[src/rtl/sfp_link_pkg.sv]
// Shared definitions for the SFP link supervisor: state encodings,
// default 60 MHz timing constants and the timer width helper.
package sfp_link_pkg;

  typedef enum logic [1:0] {
    ST_DOWN    = 2'd0,
    ST_ACQUIRE = 2'd1,
    ST_UP      = 2'd2,
    ST_FAULT   = 2'd3
  } link_state_e;

  // 100 us of healthy link and 1 ms of sustained loss at 60 MHz
  localparam int unsigned LOCK_CYC_60M    = 32'd6000;
  localparam int unsigned HOLDOFF_CYC_60M = 32'd60000;

  // Width able to hold the larger of the two terminal counts
  function automatic int unsigned cnt_width(input int unsigned a, input int unsigned b);
    int unsigned m;
    m = (a > b) ? a : b;
    return $clog2(m) + 32'd1;
  endfunction

endpackage

[src/rtl/link_timer.sv]
// Shared qualification / holdoff counter. Clear has priority over
// increment, and the count parks at the terminal value so it never wraps.
module link_timer #(
  parameter int unsigned W = 8
) (
  input  logic         clk,
  input  logic         res,
  input  logic         clr,
  input  logic         inc,
  input  logic [W-1:0] term,
  output logic         done
);

  logic [W-1:0] cnt_r;

  assign done = (cnt_r == term);

  // Counter register: synchronous reset, clear, then increment until terminal
  always_ff @(posedge clk) begin
    if (res) begin
      cnt_r <= {W{1'b0}};
    end else if (clr) begin
      cnt_r <= {W{1'b0}};
    end else if (inc && !done) begin
      cnt_r <= cnt_r + {{(W-1){1'b0}}, 1'b1};
    end else begin
      cnt_r <= cnt_r;
    end
  end

endmodule

[src/rtl/sfp_link_supervisor.sv]
// SFP link supervisor and output gate. Received channels are forced low
// unless the link has qualified; hard SFP faults latch until cleared.
// Optional feature macro: LINK_ERR_CNT_EN builds the saturating link
// error counter; without it o_err_cnt is tied to zero.
module sfp_link_supervisor
  import sfp_link_pkg::*;
#(
  parameter int unsigned CH          = 4,
  parameter int unsigned LOCK_CYC    = LOCK_CYC_60M,
  parameter int unsigned HOLDOFF_CYC = HOLDOFF_CYC_60M,
  parameter int unsigned ERR_W       = 8
) (
  input  logic             i_clk,
  input  logic             i_res,
  input  logic [CH-1:0]    i_rx_data,
  input  logic             i_my_lock,
  input  logic             i_rx_lock,
  input  logic             i_master,
  input  logic             i_sfp_los,
  input  logic             i_sfp_tx_flt,
  input  logic             i_mod_abs,
  input  logic             i_fault_clr,
  output logic [CH-1:0]    o_data,
  output logic             o_link_up,
  output logic [1:0]       o_state,
  output logic             o_tx_en,
  output logic [ERR_W-1:0] o_err_cnt
);

  localparam int unsigned TW = cnt_width(LOCK_CYC, HOLDOFF_CYC);
  localparam logic [TW-1:0] LOCK_TERM    = TW'(LOCK_CYC - 32'd1);
  localparam logic [TW-1:0] HOLDOFF_TERM = TW'(HOLDOFF_CYC - 32'd1);

  link_state_e   state_r, next_s;
  logic          good_s, hard_s;
  logic          tmr_clr_s, tmr_inc_s, tmr_done_s;
  logic [TW-1:0] tmr_term_s;
  logic [CH-1:0] data_r;
  logic          link_up_r, tx_en_r;

  assign good_s = i_my_lock & ~i_sfp_los & (i_rx_lock | ~i_master);
  assign hard_s = i_sfp_tx_flt | i_mod_abs;

  // One timer serves ACQUIRE qualification and UP holdoff; it restarts on
  // every state change, and a healthy cycle in UP restarts the holdoff.
  assign tmr_term_s = (state_r == ST_ACQUIRE) ? LOCK_TERM : HOLDOFF_TERM;
  assign tmr_clr_s  = (next_s != state_r) | ((state_r == ST_UP) & good_s);
  assign tmr_inc_s  = ~hard_s & (((state_r == ST_ACQUIRE) & good_s) |
                                 ((state_r == ST_UP) & ~good_s));

  link_timer #(.W(TW)) u_timer (
    .clk  (i_clk),
    .res  (i_res),
    .clr  (tmr_clr_s),
    .inc  (tmr_inc_s),
    .term (tmr_term_s),
    .done (tmr_done_s)
  );

  // Next-state logic; hard faults override every other transition
  always_comb begin
    next_s = state_r;
    case (state_r)
      ST_DOWN: begin
        if (hard_s)      next_s = ST_FAULT;
        else if (good_s) next_s = ST_ACQUIRE;
        else             next_s = ST_DOWN;
      end
      ST_ACQUIRE: begin
        if (hard_s)          next_s = ST_FAULT;
        else if (!good_s)    next_s = ST_DOWN;
        else if (tmr_done_s) next_s = ST_UP;
        else                 next_s = ST_ACQUIRE;
      end
      ST_UP: begin
        if (hard_s)                    next_s = ST_FAULT;
        else if (!good_s && tmr_done_s) next_s = ST_DOWN;
        else                           next_s = ST_UP;
      end
      ST_FAULT: begin
        if (i_fault_clr && !hard_s) next_s = ST_DOWN;
        else                        next_s = ST_FAULT;
      end
      default: next_s = ST_DOWN;
    endcase
  end

  // State and output registers; data passes only in a healthy UP cycle
  always_ff @(posedge i_clk) begin
    if (i_res) begin
      state_r   <= ST_DOWN;
      data_r    <= {CH{1'b0}};
      link_up_r <= 1'b0;
      tx_en_r   <= 1'b1;
    end else begin
      state_r   <= next_s;
      data_r    <= ((state_r == ST_UP) && good_s && !hard_s) ? i_rx_data : {CH{1'b0}};
      link_up_r <= (next_s == ST_UP);
      tx_en_r   <= (next_s != ST_FAULT);
    end
  end

  assign o_state   = state_r;
  assign o_data    = data_r;
  assign o_link_up = link_up_r;
  assign o_tx_en   = tx_en_r;

`ifdef LINK_ERR_CNT_EN
  logic             good_prev_r;
  logic             err_evt_s;
  logic [ERR_W-1:0] err_cnt_r;

  // Event: link went bad while UP, or FAULT was just entered (one per cycle)
  assign err_evt_s = ((state_r == ST_UP) & good_prev_r & ~good_s) |
                     ((next_s == ST_FAULT) & (state_r != ST_FAULT));

  // Saturating error counter plus the previous-cycle health flag
  always_ff @(posedge i_clk) begin
    if (i_res) begin
      good_prev_r <= 1'b0;
      err_cnt_r   <= {ERR_W{1'b0}};
    end else begin
      good_prev_r <= good_s;
      if (err_evt_s && (err_cnt_r != {ERR_W{1'b1}})) begin
        err_cnt_r <= err_cnt_r + {{(ERR_W-1){1'b0}}, 1'b1};
      end else begin
        err_cnt_r <= err_cnt_r;
      end
    end
  end

  assign o_err_cnt = err_cnt_r;
`else
  assign o_err_cnt = {ERR_W{1'b0}};
`endif

endmodule

[config.mk]
export PLATFORM = sky130hd
export DESIGN_NAME = sfp_link_supervisor
export DESIGN_NICKNAME = d
export VERILOG_FILES = /design/src/rtl/sfp_link_pkg.sv /design/src/rtl/link_timer.sv /design/src/rtl/sfp_link_supervisor.sv
export SDC_FILE = /design/constraint.sdc
export NUM_CORES = 1
export LEC_CHECK = 0
export ABC_AREA = 0
export BUFFER_PORTS_ARGS = -buffer_cell sky130_fd_sc_hd__buf_2
export CORE_MARGIN = 4
export CORE_UTILIZATION = 40
export DETAILED_ROUTE_END_ITERATION = 7
export PLACE_DENSITY = 0.58
export SYNTH_ARGS = -nofsm -noshare
export SYNTH_HDL_FRONTEND = slang
export SYNTH_SLANG_ARGS = --single-unit
[constraint.sdc]
create_clock -name i_clk -period 6.25 [get_ports i_clk]
set_input_delay 0.625 -clock i_clk [delete_from_list [all_inputs] [get_ports i_clk]]
set_output_delay 0.625 -clock i_clk [all_outputs]
set_load 0.03 [all_outputs]
Word level (Yosys, flattened, before mapping) --
Index checks and enable logic that the tools add are counted. Widths: inputs -> output; s select.
Cells by class: add/subtract/negate cells 1, eq/ne operators 7, mux-type cells 10, bitwise logic cells 15, reduce and logical (&&, ||, !) cells 11
Operator list (number):
- $add 17x1->17 const B | 1
- $eq 17x16->1 | 1
- $mux 16 | 1
- $mux 2 | 7
- $pmux 2 s4 | 1
- $and 1x1->1 | 6
- $eq 2x2->1 const B | 3
- $logic_and 1x1->1 | 5
- $not 1->1 | 5
- $or 1x1->1 | 4
- $reduce_or 2->1 | 2
- $logic_not 1->1 | 3
- $eq 2x1->1 const B | 1
- $logic_not 2->1 | 1
- $ne 2x2->1 | 1
- $ne 2x2->1 const B | 1
- $mux 1 | 1
Storage, ports and cells: flip-flop bits (word level) 25, bits of input ports 13, output and inout bits 16, logic and storage cells 49

Longest topological paths before layout --
depth after elaboration 11, gate-level depth with buffers 8

Hierarchy --
Synthesis repeated with hierarchy kept, for this count alone.
Unflattened totals: cell total of the unflattened synthesis 169, area total of the unflattened synthesis 1498.9 µm²
By module, submodules not included:
- link_timer | instances 1, cells an instance 122, area an instance 1066.0 µm², sequential area each 340.3 µm²
- sfp_link_supervisor | instances 1, cells an instance 47, area an instance 432.9 µm², sequential area each 160.2 µm²

Least setup slack after synthesis --
OpenSTA, ideal clock, no wires.
path type input to register, start input i_mod_abs, end register u_timer.cnt_r[15], arrival time 2.439 ns, path slack 3.744 ns, stages on the path 6, cell sequence or2_1 -> or4_1 -> clkbuf_2 -> a211o_4 -> or4_4 -> a21oi_2
Between the ends: cells in the longest elaborated chain, start to end 8, elaborated cells on any way between the ends 14
RTL lines:
- from (decl) | line sfp_link_supervisor.sv:21 | input logic i_mod_abs,
- $or 1x1->1 (*) | line sfp_link_supervisor.sv:42 | assign hard_s = i_sfp_tx_flt | i_mod_abs;
- $logic_not 1->1 | line sfp_link_supervisor.sv:81 | if (i_fault_clr && !hard_s) next_s = ST_DOWN;
- $logic_and 1x1->1 | line sfp_link_supervisor.sv:81
- $mux 2 | line sfp_link_supervisor.sv:81
- $pmux 2 s4 | line sfp_link_supervisor.sv:63 | case (state_r)
- $ne 2x2->1 | line sfp_link_supervisor.sv:47 | assign tmr_clr_s = (next_s != state_r) | ((state_r == ST_UP) & good_s);
- $or 1x1->1 | line sfp_link_supervisor.sv:47
- $reduce_or 2->1 (no line)
- to (signal assigned) | line link_timer.sv:23 | cnt_r <= {W{1'b0}};
- to (signal assigned) | line link_timer.sv:25 | cnt_r <= cnt_r + {{(W-1){1'b0}}, 1'b1};
- to (signal assigned) | line link_timer.sv:27 | cnt_r <= cnt_r;
- to (decl) | line link_timer.sv:14 | logic [W-1:0] cnt_r;
Mark *: on every way between the ends. The rest lies on a longest branch, timed or not. A chain may end at the register's enable or synchronous reset.

Worst setup path after layout --
start register u_timer.cnt_r[0], end register u_timer.cnt_r[14]
Between the ends: cells in the longest elaborated chain, start to end 8, elaborated cells on any way between the ends 14
RTL lines:
- from (signal assigned) | line link_timer.sv:21 | cnt_r <= {W{1'b0}};
- from (signal assigned) | line link_timer.sv:23
- from (signal assigned) | line link_timer.sv:25
- $eq 17x16->1 | line link_timer.sv:16 | assign done = (cnt_r == term);
- $mux 2 or $logic_and 1x1->1 (tied branches) | line sfp_link_supervisor.sv:72, sfp_link_supervisor.sv:77
- $mux 2 (on tied branches) | line sfp_link_supervisor.sv:71, sfp_link_supervisor.sv:77
- $mux 2 (on tied branches) | line sfp_link_supervisor.sv:70, sfp_link_supervisor.sv:76
- $pmux 2 s4 | line sfp_link_supervisor.sv:63
- $ne 2x2->1 | line sfp_link_supervisor.sv:47
- $or 1x1->1 | line sfp_link_supervisor.sv:47
- $reduce_or 2->1 (no line)
Parallel ways exist; a longest one is shown, timed or not.

==> impl_metrics.csv <==
group,metric,value,unit
sta,finalClockSkew,0.00142,ns
synth,synth_cell_types,52,
synth,synth_area_leader_cell,"dfxtp_1",
worst_setup_path,path_cells,"ha_1 -> nand4_1 -> or3_4 -> or4_4 -> o221ai_4 -> nor2_1",
clocking,ctsResizeCount,0,
worst_hold_path,hp-class,"input pin to register",
worst_setup_path,crit_path_max_fanout,17,
power_and_ir_drop,p_leak,0.000491,uW
worst_setup_path,required,6.46,ns
sta,hold_viol,0,
worst_setup_path,end_kind,"register",
cells_and_area,final_common_cell,"dfxtp_1",
clocking,clk_latency,0.32,ns
worst_setup_path,path_delay_family,"simple AND/OR/NAND/NOR gates",
drt,vias_per_cell,5.48,
die,die_h,67.4,um
synth,synth-seq-cells,25,
die,io_pins,29,
die,start_util,42.0,%
power_and_ir_drop,peakVddDrop,0.0493,mV
sta,report.final.slew_viol_count,0,
worst_setup_path,reg2reg_depth,6,
clocking,cts-root-buf,"clkbuf_4",
cells_and_area,fill_cells,358,
global_route,overflow,0,
job,cap_viol_max_count,0,
synth,yosys.area.top_type_share,35.4,%
die,num_rows,21,
sta,tightest_slew,0.608,ns
sta,slew_headroom,58.4,%
synth,synthArstFlopShare,0,%
worst_setup_path,cp_data_arrival_time,2.73,ns
sta,rsz0062_at_grt,"no",
worst_setup_path,cp.depth,6,
outcome,outcome,"finished clean",
placement,io_buffers,20,
clocking,clkTransAtPathRegs,0.14,ns
synth,synth_top_flop_cell,"dfxtp_1",
synth,synth_edf_count,0,
global_route,grt_pass1_vias,1067,
synth,yosys_warnings,0,
drt,drt-wirelength-per-cell,13.1,um
sta,fin_setup_tns,0,ns
sta,max_freq,396,MHz
cells_and_area,mostFrequentLayoutCells,"25 x dfxtp_1, 20 x buf_2, 11 x o21ai_0",
drt,drt_wl_total,2950,um
drt,drt_iter0_drc,56,
global_route,grt_pass1_wl,4710,um
clocking,clockBufferDepth,2,
synth,syn-mean-instance-area,8.88,um^2
drt,remaining_drc_errors,0,
synth,synth.cell_area,1410,um^2
synth,ys_seq_area_share,35.4,%
placement,hpwl,2230,um
global_route,grt_max_degree,18,
die,coreArea,3360,um^2
clocking,cts_setup_buffers,0,
drt,num_vias,1228,
clocking,cts_tree,"yes",
clocking,cts.hold.buffers_added,0,
clocking,numCtsBuffers,3,
sta,fin_crit,2.52,ns
cells_and_area,area_growth,8.95,%
sta,period_share,40.4,%
worst_setup_path,cp_num_buf_inv,0,
drt,ant_nets,0,
worst_setup_path,critPathMaxStageDelay,0.58,ns
worst_setup_path,critPathLaunchType,"register",
clocking,cts.sinks,25,
synth,synthCells,159,
worst_hold_path,min_path_cells,2,
worst_setup_path,crit_type,"register to register",
power_and_ir_drop,power.density,175,nW/um^2
placement,gp_congestion,0.802,
worst_setup_path,slowest_stage,"or4_4",
global_route,antenna_found_initial,0,
die,die-area,4550,um^2
drt,first_pass_iters,4,
die,die_w,67.4,um
global_route,grt_use_total,13.4,%
sta,whs,0.493,ns
sta,setup_violations,0,
cells_and_area,antenna_cells,0,
clocking,cts_max_level,1,
cells_and_area,layout.nets,193,
synth,netlist_top_cells_area,"dfxtp_1 35%, xnor2_1 4.3%, buf_4 4.3%, o21ai_0 3.9%, a2111oi_0 3.1%",
cells_and_area,drive_gt1_share,20.8,%
[synth_stat cells, drive strengths merged (2+ instances only)]
cell type / n
dfxtp: 25
o21ai: 11
buf: 10
or3: 10
a21oi: 9
nor2: 9
nand2: 8
and2: 7
xnor2: 7
a2111oi: 5
nand3: 5
nor3: 5
or4: 5
inv: 4
nand2b: 4
or3b: 3
a31oi: 2
and4: 2
clkbuf: 2
nand4: 2
nor2b: 2
o221ai: 2
o31ai: 2
[path summary, 6_finish.rpt]
check                        start                end  slack (ns)
setup reg to reg  u_timer.cnt_r[0]  u_timer.cnt_r[14]        3.73
hold / removal        i_rx_data[1]          o_data[1]        0.49
hold reg to reg   u_timer.cnt_r[1]   u_timer.cnt_r[1]        0.52
setup / recovery  u_timer.cnt_r[0]  u_timer.cnt_r[14]        3.73
[final cells by class]
class	instances	area, um^2	area share [%]
well taps	46	57.6	3.74
clock buffers	3	22.5	1.46
inverters	4	15.0	0.976
clock inverters	1	5.00	0.325
multi-input cells	125	838	54.5
flip-flops and latches	25	500	32.5
repair buffers	20	100	6.50
[metrics by stage]
stage                     total power [uW]  worst slack (ns)  std cells  util [%]  instance area [um^2]
after CTS                              274              3.71        224      45.8                  1540
after floorplan                        195              3.74        166         -                  1440
after global placement                 198              3.54        220      44.9                  1510
final                                  270              3.73        224      45.8                  1540
after global routing                   281              3.53        224      45.8                  1540
after detailed placement               198              3.50        220      44.9                  1510
[logic make-up (layout without fill, tap and decap cells)]
logic type      after synthesis  in the layout  synth area share (%)
simple gates                 67             67                  29.5
other cells                   1              8                 0.265
fa+ha+maj                     1              1                 0.886
buf+inv                      16             28                  7.08
flops                        25             25                  35.4
compound gates               42             42                  22.5
xor+xnor                      7              7                  4.34
[state kept, by name, summed over array words and instances, names as in the netlist]
register,count
o_tx_en,1
o_data,4
o_state,2
o_link_up,1
u_timer.cnt_r,17
[layer usage]
metal  GRT usage, %  up-vias  wire length [um]
li1               -      617                 -
met1           16.6      567              1350
met2           22.9       38              1370
met3           2.83        6               192
met4           4.56        0                33
met5              0        -                 0
[where the power goes]
group          internal [uW]  switching [uW]
clock network           24.0            50.7
logic                   9.48            22.2
registers                161            2.22
total                    195            75.1
Note: power is estimated with default switching activity, not from simulation.
